[config.mk]
export PLATFORM = sky130hd
export DESIGN_NAME = mem_stage
export DESIGN_NICKNAME = d
export VERILOG_FILES = /design/src/rtl/mem_stage_pkg.sv /design/src/rtl/mem_load_align.sv /design/src/rtl/mem_stage.sv
export SDC_FILE = /design/constraint.sdc
export NUM_CORES = 1
export LEC_CHECK = 0
export ABC_AREA = 1
export BUFFER_PORTS_ARGS = -buffer_cell sky130_fd_sc_hd__buf_2
export CAP_MARGIN = 20
export CELL_PAD_IN_SITES_DETAIL_PLACEMENT = 2
export CELL_PAD_IN_SITES_GLOBAL_PLACEMENT = 2
export CORE_MARGIN = 5
export CORE_UTILIZATION = 27
export DETAILED_ROUTE_END_ITERATION = 6
export PLACE_DENSITY_LB_ADDON = 0.1
export SYNTH_ARGS = -nofsm -noshare
export SYNTH_HDL_FRONTEND = slang
export SYNTH_HIERARCHICAL = 1
export SYNTH_SLANG_ARGS = --single-unit
export TNS_END_PERCENT = 50
[constraint.sdc]
create_clock -name clk -period 4.55 [get_ports clk]
set_input_delay 0.455 -clock clk [delete_from_list [all_inputs] [get_ports clk]]
set_output_delay 0.455 -clock clk [all_outputs]
set_load 0.05 [all_outputs]
[src/rtl/mem_stage_pkg.sv]
// Shared definitions for the MEM pipeline stage: bus widths, access size codes,
// FSM state encoding and packed layouts of the EX->MEM, MEM->WB and forwarding buses.
package mem_stage_pkg;

  localparam int unsigned EX_BUS_W  = 107;
  localparam int unsigned WB_BUS_W  = 70;
  localparam int unsigned FWD_BUS_W = 39;

  // Access size codes carried in mem_op.size
  localparam logic [1:0] SIZE_B = 2'b00;
  localparam logic [1:0] SIZE_H = 2'b01;
  localparam logic [1:0] SIZE_W = 2'b10;

  typedef enum logic [1:0] {
    ST_IDLE = 2'b00,
    ST_REQ  = 2'b01,
    ST_WAIT = 2'b10,
    ST_DONE = 2'b11
  } mem_state_e;

  typedef struct packed {
    logic       is_load;
    logic       is_store;
    logic       is_unsigned;
    logic [1:0] size;
  } mem_op_t;

  typedef struct packed {
    mem_op_t     mem_op;
    logic        gr_we;
    logic [4:0]  dest;
    logic [31:0] alu_result;
    logic [31:0] st_data;
    logic [31:0] pc;
  } ex_bus_t;

  typedef struct packed {
    logic        gr_we;
    logic [4:0]  dest;
    logic [31:0] final_result;
    logic [31:0] pc;
  } wb_bus_t;

  typedef struct packed {
    logic        fwd_we;
    logic        fwd_load_busy;
    logic [4:0]  dest;
    logic [31:0] result;
  } fwd_bus_t;

endpackage

[src/rtl/mem_load_align.sv]
// Load data alignment: picks the byte/half lane addressed by addr_lo out of the
// word-aligned SRAM data and zero- or sign-extends it to 32 bits.
// Ports: rdata (word lane), addr_lo (byte offset), size (B/H/W code),
//        is_unsigned (zero-extend), load_data_c (combinational result).
module mem_load_align
  import mem_stage_pkg::*;
(
  input  logic [31:0] rdata,
  input  logic [1:0]  addr_lo,
  input  logic [1:0]  size,
  input  logic        is_unsigned,
  output logic [31:0] load_data_c
);

  logic [7:0]  byte_lane;
  logic [15:0] half_lane;
  logic        ext_bit;

  always_comb begin
    byte_lane   = rdata[7:0];
    half_lane   = addr_lo[1] ? rdata[31:16] : rdata[15:0];
    ext_bit     = 1'b0;
    load_data_c = rdata;
    case (addr_lo)
      2'd0:    byte_lane = rdata[7:0];
      2'd1:    byte_lane = rdata[15:8];
      2'd2:    byte_lane = rdata[23:16];
      default: byte_lane = rdata[31:24];
    endcase
    case (size)
      SIZE_B: begin
        ext_bit     = byte_lane[7] & ~is_unsigned;
        load_data_c = {{24{ext_bit}}, byte_lane};
      end
      SIZE_H: begin
        ext_bit     = half_lane[15] & ~is_unsigned;
        load_data_c = {{16{ext_bit}}, half_lane};
      end
      default: load_data_c = rdata;
    endcase
  end

endmodule

[src/rtl/mem_stage.sv]
// MEM stage of the 5-stage pipeline: holds one EX result, performs at most one
// data SRAM access per instruction (req/addr_ok/data_ok), aligns load data and
// presents the MEM->WB bus plus a forwarding/hazard bus back to ID.
// Ports: clk/reset (sync, active-high); ex_to_mem_valid/ex_reg/mem_allowin (EX link);
//        wb_allowin/mem_to_wb_valid/mem_reg (WB link); mem_fwd (ID bypass);
//        data_sram_* (SRAM request/response).
module mem_stage
  import mem_stage_pkg::*;
(
  input  logic                 clk,
  input  logic                 reset,
  input  logic                 ex_to_mem_valid,
  input  logic [EX_BUS_W-1:0]  ex_reg,
  output logic                 mem_allowin,
  input  logic                 wb_allowin,
  output logic                 mem_to_wb_valid,
  output logic [WB_BUS_W-1:0]  mem_reg,
  output logic [FWD_BUS_W-1:0] mem_fwd,
  output logic                 data_sram_req,
  output logic                 data_sram_wr,
  output logic [1:0]           data_sram_size,
  output logic [3:0]           data_sram_wstrb,
  output logic [31:0]          data_sram_addr,
  output logic [31:0]          data_sram_wdata,
  input  logic                 data_sram_addr_ok,
  input  logic                 data_sram_data_ok,
  input  logic [31:0]          data_sram_rdata
);

  logic       mem_valid_q, mem_valid_d;
  ex_bus_t    ex_reg_q, ex_reg_d;
  mem_state_e state_q, state_d;
  logic [31:0] rdata_q, rdata_d;

  ex_bus_t    ex_in;
  wb_bus_t    wb_bus;
  fwd_bus_t   fwd_bus;
  logic       is_mem_op;
  logic       data_ok_hit;
  logic       mem_ready_go;
  logic [1:0] addr_lo;
  logic [31:0] load_src;
  logic [31:0] load_data_c;
  logic [31:0] final_result;

  assign ex_in        = ex_reg;
  assign is_mem_op    = ex_reg_q.mem_op.is_load | ex_reg_q.mem_op.is_store;
  assign addr_lo      = ex_reg_q.alu_result[1:0];
  // data_ok is only meaningful once the request has been accepted
  assign data_ok_hit  = (state_q == ST_WAIT) && data_sram_data_ok;
  assign mem_ready_go = !is_mem_op || (state_q == ST_DONE) || data_ok_hit;

  assign mem_allowin     = !mem_valid_q || (mem_ready_go && wb_allowin);
  assign mem_to_wb_valid = mem_valid_q && mem_ready_go;

  // Next-state: load a new instruction when the slot frees up, else advance the access FSM
  always_comb begin
    mem_valid_d = mem_valid_q;
    ex_reg_d    = ex_reg_q;
    state_d     = state_q;
    rdata_d     = rdata_q;
    if (data_ok_hit) begin
      rdata_d = data_sram_rdata;
    end
    if (mem_allowin) begin
      mem_valid_d = ex_to_mem_valid;
      state_d     = ST_IDLE;
      if (ex_to_mem_valid) begin
        ex_reg_d = ex_in;
        if (ex_in.mem_op.is_load || ex_in.mem_op.is_store) begin
          state_d = ST_REQ;
        end
      end
    end else begin
      case (state_q)
        ST_REQ:  if (data_sram_addr_ok) state_d = ST_WAIT;
        ST_WAIT: if (data_sram_data_ok) state_d = ST_DONE;
        default: state_d = state_q;
      endcase
    end
  end

  always_ff @(posedge clk) begin
    if (reset) begin
      mem_valid_q <= 1'b0;
      ex_reg_q    <= '0;
      state_q     <= ST_IDLE;
      rdata_q     <= '0;
    end else begin
      mem_valid_q <= mem_valid_d;
      ex_reg_q    <= ex_reg_d;
      state_q     <= state_d;
      rdata_q     <= rdata_d;
    end
  end

  // SRAM request: REQ state implies a valid memory op; addr/wr/size are held by ex_reg_q
  assign data_sram_req  = mem_valid_q && (state_q == ST_REQ);
  assign data_sram_wr   = ex_reg_q.mem_op.is_store;
  assign data_sram_size = ex_reg_q.mem_op.size;
  assign data_sram_addr = ex_reg_q.alu_result;

  // Store lane replication and byte enables
  always_comb begin
    data_sram_wdata = ex_reg_q.st_data;
    data_sram_wstrb = 4'b0000;
    case (ex_reg_q.mem_op.size)
      SIZE_B: begin
        data_sram_wdata = {4{ex_reg_q.st_data[7:0]}};
        data_sram_wstrb = 4'b0001 << addr_lo;
      end
      SIZE_H: begin
        data_sram_wdata = {2{ex_reg_q.st_data[15:0]}};
        data_sram_wstrb = addr_lo[1] ? 4'b1100 : 4'b0011;
      end
      default: begin
        data_sram_wdata = ex_reg_q.st_data;
        data_sram_wstrb = 4'b1111;
      end
    endcase
    if (!ex_reg_q.mem_op.is_store) begin
      data_sram_wstrb = 4'b0000;
    end
  end

  // Use live rdata in the data_ok cycle, the captured copy while stalled afterwards
  assign load_src = data_ok_hit ? data_sram_rdata : rdata_q;

  mem_load_align u_load_align (
    .rdata       (load_src),
    .addr_lo     (addr_lo),
    .size        (ex_reg_q.mem_op.size),
    .is_unsigned (ex_reg_q.mem_op.is_unsigned),
    .load_data_c (load_data_c)
  );

  assign final_result = ex_reg_q.mem_op.is_load ? load_data_c : ex_reg_q.alu_result;

  assign wb_bus.gr_we        = ex_reg_q.gr_we;
  assign wb_bus.dest         = ex_reg_q.dest;
  assign wb_bus.final_result = final_result;
  assign wb_bus.pc           = ex_reg_q.pc;
  assign mem_reg             = wb_bus;

  assign fwd_bus.fwd_we        = mem_valid_q && ex_reg_q.gr_we;
  assign fwd_bus.fwd_load_busy = mem_valid_q && ex_reg_q.mem_op.is_load && !mem_ready_go;
  assign fwd_bus.dest          = ex_reg_q.dest;
  assign fwd_bus.result        = final_result;
  assign mem_fwd               = fwd_bus;

endmodule

==> flow_summary.json <==
{
  "synth_adder_area_share_pct": 0,
  "antenna_found_initial": 10,
  "synth_top_family_by_area": "simple AND/OR/NAND/NOR gates",
  "synth_top_area_share_pct": 35.9,
  "viasPerCell": 4.52,
  "crit_required_ns": 4.09,
  "clock-sinks": 142,
  "final-hold-violation-count": 0,
  "cts_resized": 0,
  "grt_overflow": 0,
  "crit_path_end_kind": "output port",
  "cts-buffers-inserted": 17,
  "synthCells": 1154,
  "synthTopCellsByArea": "dfxtp_1 36%, buf_4 11%, nand2_1 10%",
  "synth.distinct_cells": 30,
  "crit_fanout": 38,
  "grt_pass1_wl_mm": 48.5,
  "cap_violations": 0,
  "vias": 7789,
  "cts_hold_buf": 0,
  "clockBufferDepth": 2,
  "grt_pass1_vias": 8293,
  "area_delta_synth_final_pct": 19.8,
  "timing.fmax_mhz": 266,
  "row_count": 62,
  "crit_type": "register to output port",
  "drtIter0Drc": 203,
  "startpoint": "state_q[0]$_SDFFE_PP0P_",
  "dp_hpwl_mm": 23.4,
  "fin_nets": 1471,
  "port_buffers": 327,
  "outcome": "finished clean",
  "floorplan.initialDensity_pct": 27.5,
  "post-place-ws_ns": 1.02,
  "die_area_sq_um": 32800,
  "drv_slew": 0,
  "cts_setup_buffers": 0,
  "core_sq_um": 28800,
  "start_kind": "register",
  "ioPinCount": 328,
  "rr_startpoint": "ex_reg_q[106]$_SDFFE_PP0P_",
  "synthSimpleGateAreaFrac_pct": 27.9,
  "rsz0062_at_grt": "false",
  "critPathCapture": "mem_reg[44]",
  "cts_max_level": 4,
  "yosysTopAreaCell": "dfxtp_1",
  "powerDensity_nw_per_um2": 416,
  "clk_pin_slew_worst_paths_ns": 0.07,
  "p_leak_nw": 5.08,
  "wl_per_cell_microns": 18.2,
  "layout-drive-gt1-share_pct": 32.9,
  "synthMuxAreaShare_pct": 0,
  "yosysWarnings": 6,
  "max_slew_margin_pct": 30.0,
  "synth_xor_area_share_pct": 0,
  "worst_pin_slew_ns": 1.05,
  "die_w_microns": 181,
  "tritoncts": "built",
  "peakVddDrop_uv": 171,
  "largest_reg_flops": 34,
  "syn_nets": 1299,
  "r2r_cells": 10,
  "mostFrequentLayoutCell": "buf_2",
  "fin_ws_ns": 0.784,
  "cp_data_arrival_time_ns": 3.31,
  "setup_viol": 0,
  "tns_ns": 0,
  "gp_congestion": 0.763,
  "synth_seq_cells": 142,
  "final_antenna_net_count": 0,
  "grt_start_max_net_pins": 107,
  "r2r-end": "data_sram_addr[15]$_SDFFE_PP0P_",
  "dr.pass1.iters": 4,
  "cts_root_buf": "clkbuf_16",
  "power.total_mw": 3.94,
  "period_minus_slack_ns": 3.77,
  "drc": 0,
  "die_h_microns": 181,
  "min_period_over_period_pct": 82.8,
  "track_usage_pct": 18.7,
  "synth_compound_area_share_pct": 15.4,
  "synth_area_per_cell_sq_um": 6.85,
  "synth.cell_area_sq_um": 7910,
  "clkLatencyLatePin_ns": 0.43,
  "final_cell_mix": "327 x buf_2, 219 x nand2_1, 213 x nor2_1",
  "routed_wl_mm": 31.4,
  "holdWs_ns": 0.256,
  "yosysSeqAreaShare_pct": 35.9,
  "holdCritPathClass": "primary input to register",
  "skew_ns": 0.0169,
  "r2r_setup_slack_ns": 1.94
}
## synthesized netlist by cell type, drive strengths merged
| cell | instances |
|---|---|
| nor3 | 3 |
| or2 | 33 |
| o21ai | 121 |
| a21oi | 47 |
| o21a | 1 |
| nand4 | 1 |
| clkinv | 1 |
| a211oi | 33 |
| o211ai | 15 |
| buf | 137 |
| nor2 | 213 |
| nand2 | 225 |
| dfxtp | 142 |
| inv | 100 |
| clkbuf | 48 |
| nand3 | 34 |
## where the power goes
| part | internal [mW] | total (mW) | switching [mW] |
|---|---|---|---|
| sequential | 1.33 | 1.39 | 0.0651 |
| combinational | 0.245 | 1.11 | 0.863 |
| clock | 0.741 | 1.44 | 0.697 |
| total | 2.31 | 3.94 | 1.63 |
## through the flow
stage / instance area (sq um) / cells / utilization (%)
2_1_floorplan: 7910 / 1154 / -
3_3_place_gp: 8860 / 1690 / 30.8
3_5_place_dp: 8860 / 1690 / 30.8
4_1_cts: 9440 / 1722 / 32.8
5_1_grt: 9480 / 1725 / 32.9
6_report: 9480 / 1725 / 32.9
## worst min path at each step
stage	start	to	cells after the start
5_1_grt	ex_reg[36]	ex_reg_q[36]$_SDFFE_PP0P_	3
4_1_cts	ex_reg[36]	ex_reg_q[36]$_SDFFE_PP0P_	3
2_1_floorplan	ex_reg_q[40]$_SDFFE_PP0P_	ex_reg_q[40]$_SDFFE_PP0P_	2
3_3_place_gp	ex_reg_q[106]$_SDFFE_PP0P_	ex_reg_q[106]$_SDFFE_PP0P_	2
6_report	ex_reg[36]	ex_reg_q[36]$_SDFFE_PP0P_	3
3_5_place_dp	ex_reg_q[106]$_SDFFE_PP0P_	ex_reg_q[106]$_SDFFE_PP0P_	2
## critical path: stages, from the launching register on
cell and delay [ns]:
dfxtp_1 0.33, inv_1 0.10, nand3_1 0.10, inv_2 0.49, or2_2 0.22, inv_1 0.05, a21oi_1 0.29, nand2_1 0.15
nand3_2 0.12, nand3_4 0.32, nand3_2 0.15, nand2_1 0.07, nand2_1 0.17, buf_2 0.30
## per-layer routing
metal | vias to the layer above | part of all wire (%) | track usage (%) | wire (microns)
li1 | 3864 | - | - | -
met3 | 40 | 6.3 | 6.25 | 1980
met5 | - | 0.32 | 0 | 102
met2 | 178 | 51 | 33.8 | 16000
met4 | 16 | 1.3 | 4.26 | 422
met1 | 3691 | 41 | 21.3 | 13000
## cell type report
| class | instances | area [sq um] |
|---|---|---|
| Antenna cell | 2 | 5.00 |
| Clock buffer | 17 | 425 |
| Clock inverter | 15 | 161 |
| Fill cell | 3572 | 19300 |
| Inverter | 101 | 384 |
| Multi-Input combinational cell | 726 | 3420 |
| Sequential cell | 142 | 2840 |
| Tap cell | 384 | 480 |
| Timing Repair Buffer | 338 | 1750 |
## logic make-up (layout without fill, tap and decap cells)
| logic type | Yosys count | after routing |
|---|---|---|
| and+or+nand+nor | 509 | 509 |
| DFF | 142 | 142 |
| other | 0 | 2 |
| AOI/OAI and AO/OA | 217 | 217 |
| buffers and inverters | 286 | 471 |
Power figures use the tool's default switching activity.
